==> src/rtl/aprox_logit_if.sv <==
// Handshake bus for aprox_logit: probability in, logit estimate out.
// The master drives requests and out_ready. The slave (the logit core) returns ready/valid and results.
interface aprox_logit_if;
  logic        in_valid;
  logic        in_ready;
  logic [15:0] p_in;
  logic        out_valid;
  logic        out_ready;
  logic [15:0] x_out;
  logic        sat;

  modport master (
    output in_valid, p_in, out_ready,
    input  in_ready, out_valid, x_out, sat
  );

  modport slave (
    input  in_valid, p_in, out_ready,
    output in_ready, out_valid, x_out, sat
  );
endinterface

==> src/rtl/aprox_logit.sv <==
// Approximate logit of a Q8.8 probability: inverts the tail (0.5 - frac/4) * 2^-n
// by normalising min(p, 1-p) with one left shift per enabled clock.
//
// state | meaning
// IDLE  | waiting for in_valid; in_ready high
// NORM  | doubling q until it exceeds 0x40, counting doublings in n
// DONE  | result held on x_out/sat until out_ready
module aprox_logit (
  input  logic          clk,
  input  logic          rst_n,
  input  logic          ena,
  aprox_logit_if.slave  bus
);

  typedef enum logic [1:0] {IDLE, NORM, DONE} state_t;

  state_t      state_q, state_d;
  logic [7:0]  q_q, q_d;
  logic [2:0]  n_q, n_d;
  logic        sign_q, sign_d;
  logic [15:0] x_q, x_d;
  logic        sat_q, sat_d;

  logic [7:0]  frac;
  logic [15:0] mag;

  // The binary weight of the remaining distance from 0.5, rescaled to Q8.8.
  assign frac = 8'((8'h80 - q_q) << 2);
  assign mag  = {5'b0, n_q, frac};

  always_comb begin
    state_d = state_q;
    q_d     = q_q;
    n_d     = n_q;
    sign_d  = sign_q;
    x_d     = x_q;
    sat_d   = sat_q;
    if (ena) begin
      case (state_q)
        IDLE: begin
          if (bus.in_valid) begin
            if (bus.p_in == 16'h0000) begin
              x_d     = 16'hF800;
              sat_d   = 1'b1;
              state_d = DONE;
            end else if (bus.p_in >= 16'h0100) begin
              x_d     = 16'h0800;
              sat_d   = 1'b1;
              state_d = DONE;
            end else begin
              sign_d  = (bus.p_in < 16'h0080);
              q_d     = (bus.p_in < 16'h0080) ? bus.p_in[7:0]
                                              : 8'(16'h0100 - bus.p_in);
              n_d     = 3'd0;
              sat_d   = 1'b0;
              state_d = NORM;
            end
          end
        end
        NORM: begin
          if (q_q <= 8'h40) begin
            q_d = q_q << 1;
            n_d = n_q + 3'd1;
          end else begin
            x_d     = sign_q ? (~mag + 16'd1) : mag;
            state_d = DONE;
          end
        end
        DONE: begin
          if (bus.out_ready) state_d = IDLE;
        end
        default: state_d = IDLE;
      endcase
    end
  end

  always_ff @(posedge clk or negedge rst_n) begin
    if (!rst_n) begin
      state_q <= IDLE;
      q_q     <= 8'h00;
      n_q     <= 3'd0;
      sign_q  <= 1'b0;
      x_q     <= 16'h0000;
      sat_q   <= 1'b0;
    end else begin
      state_q <= state_d;
      q_q     <= q_d;
      n_q     <= n_d;
      sign_q  <= sign_d;
      x_q     <= x_d;
      sat_q   <= sat_d;
    end
  end

  assign bus.in_ready  = (state_q == IDLE);
  assign bus.out_valid = (state_q == DONE);
  assign bus.x_out     = x_q;
  assign bus.sat       = sat_q;

endmodule

==> src/flat_wrapper.sv <==
// flat-port wrapper written by rule: the top's interface ports become plain ports
module aprox_logit_flat 
  (clk, rst_n, ena, bus_in_valid, bus_p_in, bus_out_ready, bus_in_ready, bus_out_valid, bus_x_out, bus_sat);
  aprox_logit_if bus_i ();
  input  logic clk;
  input  logic rst_n;
  input  logic ena;
  input wire logic [$bits(bus_i.in_valid)-1:0] bus_in_valid;
  input wire logic [$bits(bus_i.p_in)-1:0] bus_p_in;
  input wire logic [$bits(bus_i.out_ready)-1:0] bus_out_ready;
  output wire logic [$bits(bus_i.in_ready)-1:0] bus_in_ready;
  output wire logic [$bits(bus_i.out_valid)-1:0] bus_out_valid;
  output wire logic [$bits(bus_i.x_out)-1:0] bus_x_out;
  output wire logic [$bits(bus_i.sat)-1:0] bus_sat;
  assign bus_i.in_valid = bus_in_valid;
  assign bus_i.p_in = bus_p_in;
  assign bus_i.out_ready = bus_out_ready;
  assign bus_in_ready = bus_i.in_ready;
  assign bus_out_valid = bus_i.out_valid;
  assign bus_x_out = bus_i.x_out;
  assign bus_sat = bus_i.sat;
  aprox_logit u_core (.clk(clk), .rst_n(rst_n), .ena(ena), .bus(bus_i));
endmodule
==> config.mk <==
export PLATFORM = sky130hd
export DESIGN_NAME = aprox_logit_flat
export DESIGN_NICKNAME = d
export VERILOG_FILES = /design/src/rtl/aprox_logit_if.sv /design/src/rtl/aprox_logit.sv /design/src/flat_wrapper.sv
export SDC_FILE = /design/constraint.sdc
export NUM_CORES = 1
export LEC_CHECK = 0
export ABC_AREA = 1
export CORE_ASPECT_RATIO = 1.1
export CORE_MARGIN = 10
export CORE_UTILIZATION = 51
export DETAILED_ROUTE_END_ITERATION = 10
export PLACE_DENSITY = 0.85
export REMOVE_ABC_BUFFERS = 1
export SLEW_MARGIN = 10
export SYNTH_ARGS = -nofsm -noshare
export SYNTH_HDL_FRONTEND = slang
export SYNTH_SLANG_ARGS = --single-unit
==> constraint.sdc <==
create_clock -name clk -period 2.3 [get_ports clk]
set_input_delay 0.46 -clock clk [delete_from_list [all_inputs] [get_ports clk]]
set_output_delay 0.46 -clock clk [all_outputs]
set_load 0.03 [all_outputs]
==> impl_results.md, run 1 <==
- # setup viols final: 0
- Die area: 0.00666 mm^2
- Met3 wire len: 216 um
- CTS Sinks: 29
- Via count: 1,918
- Vias in the first global route: 1,954
- Power per cell area: 649 mW/mm^2
- Fin crit share: 0.938
- Pin count of the biggest net entering global routing: 30
- DRT Pass-1 Iters: 6
- CP endpoint kind: primary output
- Status: finished, final reports clean
- HP Class: reg2reg
- DP Worst Slack: 0.0726 ns
- Yosys warns: 0
- Library cells used by synthesis: 30
- CP max FO: 7
- Final net count: 351
- Postcts setup bufs: 0
- Clock buffer depth: 2
- HPWL Detailed: 3660 um
- CTS tree: yes
- Final WL: 4520 um
- Area grow syn2layout: 25.7%
- Clk slew on worst S/H paths: 0.06 ns
- RSZ-0062 raised after global routing: no
- Die height: 84.6 um
- DRT iter0 DRCs: 77
- TritonCTS Buffers: 5
- Horiz. Die Dim: 78.7 um
- Syn Area/Cell: 6.82 um^2
- H-tree Lvls: 2
- Max-slew violations: 0
- Number of port buffers: 37
- Post-DR wirelength/cell: 12.0 um
- Top post-synthesis cells by area: dfrtp_1, nand2_1, nand3_1
- Root Buffer Master: clkbuf_8
- Final setup margin: 0.142 ns
- Register Area: 726 um^2
- Worst EP required: 1.84 ns
- Startpoint type of the worst setup path: register
- Peak supply drop: 0.000217 V
- Setup TNS: 0 ns
- Fillers: 356
- Hold Vio Cnt, Final: 0
- Area taken by multi-input logic gates: 0.00104 mm^2
- FP Rows: 23
- Core Area: 0.00365 mm^2
- Clk_lat worst skew: 0.28 ns
- Worst path arrival time: 1.70 ns
- Synthesized area: 0.00194 mm^2
- DRC errors left: 0
- Top Layer Used: met4
- Crit path kind: reg2out
- Relative slew slack: 0.614
- Register bit count reported by yosys: 29
- Fin Clk Skew: 0.00280 ns
- # diodes: 0
- Ports: 40
- Share of cells above drive strength 1: 0.0795
- Area fraction of the dominant cell type after synthesis: 0.375
- Post-route minimum period: 2.16 ns
- DRT met1 WL: 1950 um
- Worst slew pin tran: 0.572 ns
- Max-Cap Viols: 0
- Placer Congestion: 0.890
- Starting Density: 0.530
- Grt total ovfl: 0
- Leak Pwr: 1.24 nW
- First-pass GRT wire length: 8290 um
- Initial antenna violation count: 0
- WL met2: 2230 um
- Post-CTS Resized: 0
- Yosys top cell by area: dfrtp_1
- Mapped Cells: 284
- GRT Total Usage: 0.148
- Power Total: 0.00158 W
- Drt via density: 5.09
- Seq/Total Area, Yosys: 0.375
- Hold_buf cts: 0
- Post-DRT Antenna Nets: 0
- Max Fclk: 463 MHz
## per-layer routing
layer / up-vias / GRT usage
met5: - / 0
li1: 990 / -
met3: 13 / 0.0394
met4: 0 / 0.0816
met1: 865 / 0.156
met2: 50 / 0.258
## final timing paths
path / start / cells past startpoint / slack, ns / end
hold reg to reg: u_core.bus.x_out[9]$_DFFE_PN0P_ / 2 / 0.47 / u_core.bus.x_out[9]$_DFFE_PN0P_
max in group asynchronous: rst_n / 2 / 1.48 / u_core.bus.x_out[8]$_DFFE_PN0P_
hold / removal: u_core.bus.x_out[9]$_DFFE_PN0P_ / 2 / 0.47 / u_core.bus.x_out[9]$_DFFE_PN0P_
setup / recovery: u_core.state_q[0]$_DFFE_PN0P_ / 2 / 0.14 / bus_in_ready
setup reg to reg: u_core.q_q[0]$_DFFE_PN0P_ / 12 / 0.29 / u_core.q_q[0]$_DFFE_PN0P_
min in group asynchronous: rst_n / 2 / 0.56 / u_core.state_q[0]$_DFFE_PN0P_
## cell families (layout without fill, tap and decap cells)
group	Yosys count	after routing	share of synthesized area
AOI/OAI and AO/OA	26	26	0.0730
xor gates and xnor gates	5	5	0.0226
DFF	29	29	0.375
adders and majority gates	4	4	0.0259
buffers and inverters	38	80	0.0873
other	1	2	0.00194
and+or+nand+nor	181	181	0.414
## area by class of cell
type | instances | area share
multi-input cells | 218 | 0.430
flip-flops and latches | 29 | 0.298
repair buffers | 41 | 0.165
inverters | 31 | 0.0489
clock buffers | 8 | 0.0329
well taps | 50 | 0.0257
## where the power goes
part           leakage [nW]  internal, W  switching [W]
clock network        0.0395     0.000214       0.000179
registers             0.376     0.000557      0.0000505
logic                 0.828     0.000209       0.000370
total                  1.24     0.000980       0.000599
## cell usage in the layout (no fill, tap or decap), types with 2 or more instances in the layout
cell / Yosys / layout
a21oi_1: 4 / 4
buf_4: 2 / 4
clkbuf_1: 2 / 3
clkbuf_8: 0 / 5
clkdlybuf4s50_1: 0 / 37
conb_1: 1 / 2
dfrtp_1: 29 / 29
ha_1: 4 / 4
inv_1: 25 / 25
inv_2: 5 / 5
nand2_1: 111 / 111
nand2_2: 2 / 2
nand3_1: 34 / 34
nand3_2: 2 / 2
nand4_1: 5 / 5
nor2_1: 17 / 17
nor2_2: 3 / 3
nor3_1: 4 / 4
o21ai_0: 17 / 17
xor2_1: 4 / 4
## through the flow
stage	utilization	hold slack (ns)	cells	instance area [um^2]
5_1_grt	0.666	0.495	377	2430
3_3_place_gp	0.644	0.456	369	2350
4_1_cts	0.666	0.479	377	2430
3_5_place_dp	0.644	0.464	369	2350
2_1_floorplan	-	0.164	278	1890
6_report	0.666	0.473	377	2430
## cell usage after synthesis
cell type and number:
a21oi_1 4, a31oi_1 1, buf_2 1, buf_4 2, buf_6 2, clkbuf_1 2
conb_1 1, dfrtp_1 29, ha_1 4, inv_1 25, inv_2 5, inv_4 1
nand2_1 111, nand2_2 2, nand3_1 34, nand3_2 2, nand3_4 1, nand4_1 5
nor2_1 17, nor2_2 3, nor2_4 1, nor2_8 1, nor3_1 4, o211ai_1 1
o21ai_0 17, o21ai_1 1, o21ai_2 1, o311ai_0 1, xnor2_1 1, xor2_1 4
## critical path, cell delays in order (launching register included)
cell,delay (ns)
dfrtp_1,0.43
nor2_1,0.25
clkdlybuf4s50_1,0.73
## flip-flops by register name (all words and copies together) (netlist names)
| name | flops |
|---|---|
| u_core.state_q | 2 |
| u_core.sign_q | 1 |
| u_core.q_q | 8 |
| u_core.bus.sat | 1 |
| u_core.n_q | 3 |
| u_core.bus.x_out | 14 |
No activity file was read; power rests on OpenSTA's default activity.
==> run 2: changes to the inputs <==
- REMOVE_ABC_BUFFERS: 1 -> unset
==> run 2 against run 1 <==
  * Final cell count shrank 0.27%
  * Maximum frequency grew 0.35%
  * Sequential share of layout area decreased by 0.077 points
  * Highest routed layer unchanged
  * Register-to-register slack about the same
  * Routed wire length increased by 4.4%
  * First-iteration DRC count grew 71%
  * Non-clock buffer count did not move
  * Setup slack improved by 0.0074 ns
  * Count of clock-buffer cells in the layout shrank 1
  * Worst hold slack got worse by 0.0026 ns
==> impl_results.md, run 2 (synthesized netlist as in run 1, its figures left out) <==
- Crit path kind: reg2out
- Pin count of the biggest net entering global routing: 30
- Peak supply drop: 0.000238 V
- Clk slew on worst S/H paths: 0.06 ns
- Status: finished, final reports clean
- Ports: 40
- FP Rows: 23
- Cell count after placement: 369
- Clk_lat worst skew: 0.29 ns
- Clock buffer depth: 2
- HPWL Detailed: 3740 um
- CP max FO: 4
- Grt total ovfl: 0
- Startpoint type of the worst setup path: register
- Slowest cell delay on critical path: 0.72 ns
- Max-Cap Viols: 0
- GR met2 Demand/Resource: 0.258
- GRT Total Usage: 0.147
- CTS Sinks: 29
- Post-Layout Cell Count: 376
- Final WL: 4720 um
- Area grow syn2layout: 26.0%
- Leak Pwr: 1.25 nW
- Core Area: 0.00365 mm^2
- Hold Slack: 0.470 ns
- Post-DRT Antenna Nets: 0
- Power per cell area: 658 mW/mm^2
- Fin crit share: 0.935
- Via count: 1,959
- Fin Clk Skew: 0.00661 ns
- Die height: 84.6 um
- CP Buf/Inv Count: 1
- Post-CTS Resized: 0
- Max-slew violations: 0
- Hold Vio Cnt, Final: 0
- Postcts setup bufs: 0
- Most Crowded Layer GR: met2
- Reg-to-Reg Start: u_core.q_q[0]$_DFFE_PN0P_
- DRC errors left: 0
- Critical path's top delay family: buffers and inverters
- GRT met3 Usage: 0.0330
- Drt via density: 5.21
- Worst slew pin tran: 0.667 ns
- # diodes: 0
- DRT iter0 DRCs: 132
- HP Class: reg2reg
- Vias in the first global route: 1,869
- Worst reg2reg setup slack: 0.30 ns
- Die area: 0.00666 mm^2
- Final net count: 351
- DRT Pass-1 Iters: 4
- Share of cells above drive strength 1: 0.0828
- Max Fclk: 465 MHz
- Placer Congestion: 0.888
- Critical path's slowest cell: clkdlybuf4s50_1
- RSZ-0062 raised after global routing: no
- Commonest non-fill, non-tap cell in the layout: nand2_1
- Initial antenna violation count: 0
- H-tree Lvls: 2
- Critical R2R Capture: u_core.bus.x_out[10]$_DFFE_PN0P_
- First-pass GRT wire length: 8100 um
- Worst Hold Depth: 2
- Post-route minimum period: 2.15 ns
- Setup TNS: 0 ns
- TritonCTS Buffers: 5
- Worst path arrival time: 1.69 ns
- # setup viols final: 0
- Worst EP required: 1.84 ns
- Max FFs per register: 14
- Most frequent cells in the layout: nand2_1, clkdlybuf4s50_1, nand3_1
- Worst Hold End: u_core.bus.x_out[3]$_DFFE_PN0P_
- GRT met1 Usage: 0.159
- Relative slew slack: 0.550
- Horiz. Die Dim: 78.7 um
- Starting Density: 0.530
- Cell chain of the critical path: nor2_1, clkdlybuf4s50_1
- Root Buffer Master: clkbuf_8
- R2R cell count: 13
- Hold_buf cts: 0
- Number of port buffers: 37
- CP endpoint kind: primary output
- CTS tree: yes
- Post-DR wirelength/cell: 12.6 um
- Hold wc startpoint: u_core.bus.x_out[3]$_DFFE_PN0P_
## run 2: cell types whose count changed in the layout (fill, tap and decap cells not counted)
cell / before / now
clkbuf_1: 3 / 1
clkbuf_8: 5 / 6
## run 2: how the worst max path moves through the flow
stage / start / end / depth (start not counted) / slack, ns
5_1_grt: u_core.q_q[0]$_DFFE_PN0P_ / u_core.q_q[4]$_DFFE_PN0P_ / 12 / 0.03
6_report: u_core.state_q[1]$_DFFE_PN0P_ / bus_in_ready / 2 / 0.15
4_1_cts: u_core.state_q[0]$_DFFE_PN0P_ / bus_in_ready / 2 / 0.15
2_1_floorplan: bus_p_in[1] / u_core.bus.x_out[13]$_DFFE_PN0P_ / 12 / 0.57
3_5_place_dp: bus_p_in[0] / u_core.q_q[0]$_DFFE_PN0P_ / 12 / 0.06
3_3_place_gp: bus_p_in[0] / u_core.q_q[0]$_DFFE_PN0P_ / 12 / 0.10
## run 2: per-layer routing
| layer | routed length (um) | up-vias | part of all wire |
|---|---|---|---|
| li1 | - | 995 | - |
| met1 | 1930 | 885 | 0.41 |
| met2 | 2410 | 72 | 0.51 |
| met3 | 299 | 7 | 0.063 |
| met4 | 83 | 0 | 0.018 |
| met5 | 0 | - | 0 |
## run 2: layout make-up
cell class | instances | area, um^2
timing repair buffer | 41 | 400
inverter | 31 | 119
sequential | 29 | 726
multi-input combinational | 218 | 1040
fill | 318 | 1220
clock buffer | 7 | 86.3
tap | 50 | 62.6
## run 2: per-stage QoR
step | util | total power, W | setup WS [ns] | cell area (um^2)
3_3_place_gp | 0.644 | 0.00118 | 0.105 | 2350
5_1_grt | 0.667 | 0.00172 | 0.0333 | 2440
6_report | 0.667 | 0.00160 | 0.149 | 2440
3_5_place_dp | 0.644 | 0.00119 | 0.0648 | 2350
4_1_cts | 0.667 | 0.00161 | 0.155 | 2440
2_1_floorplan | - | 0.00102 | 0.569 | 1940
## run 2: worst min-delay path: cells and delay by family (launching register included)
kind             cells  cell delay (ns)
flip-flops           1             0.34
AND/OR/NAND/NOR      2             0.11
## run 2: where the power goes
group / internal, W / switching, W
combinational: 0.000209 / 0.000368
sequential: 0.000557 / 0.0000520
clock: 0.000236 / 0.000182
total: 0.00100 / 0.000602
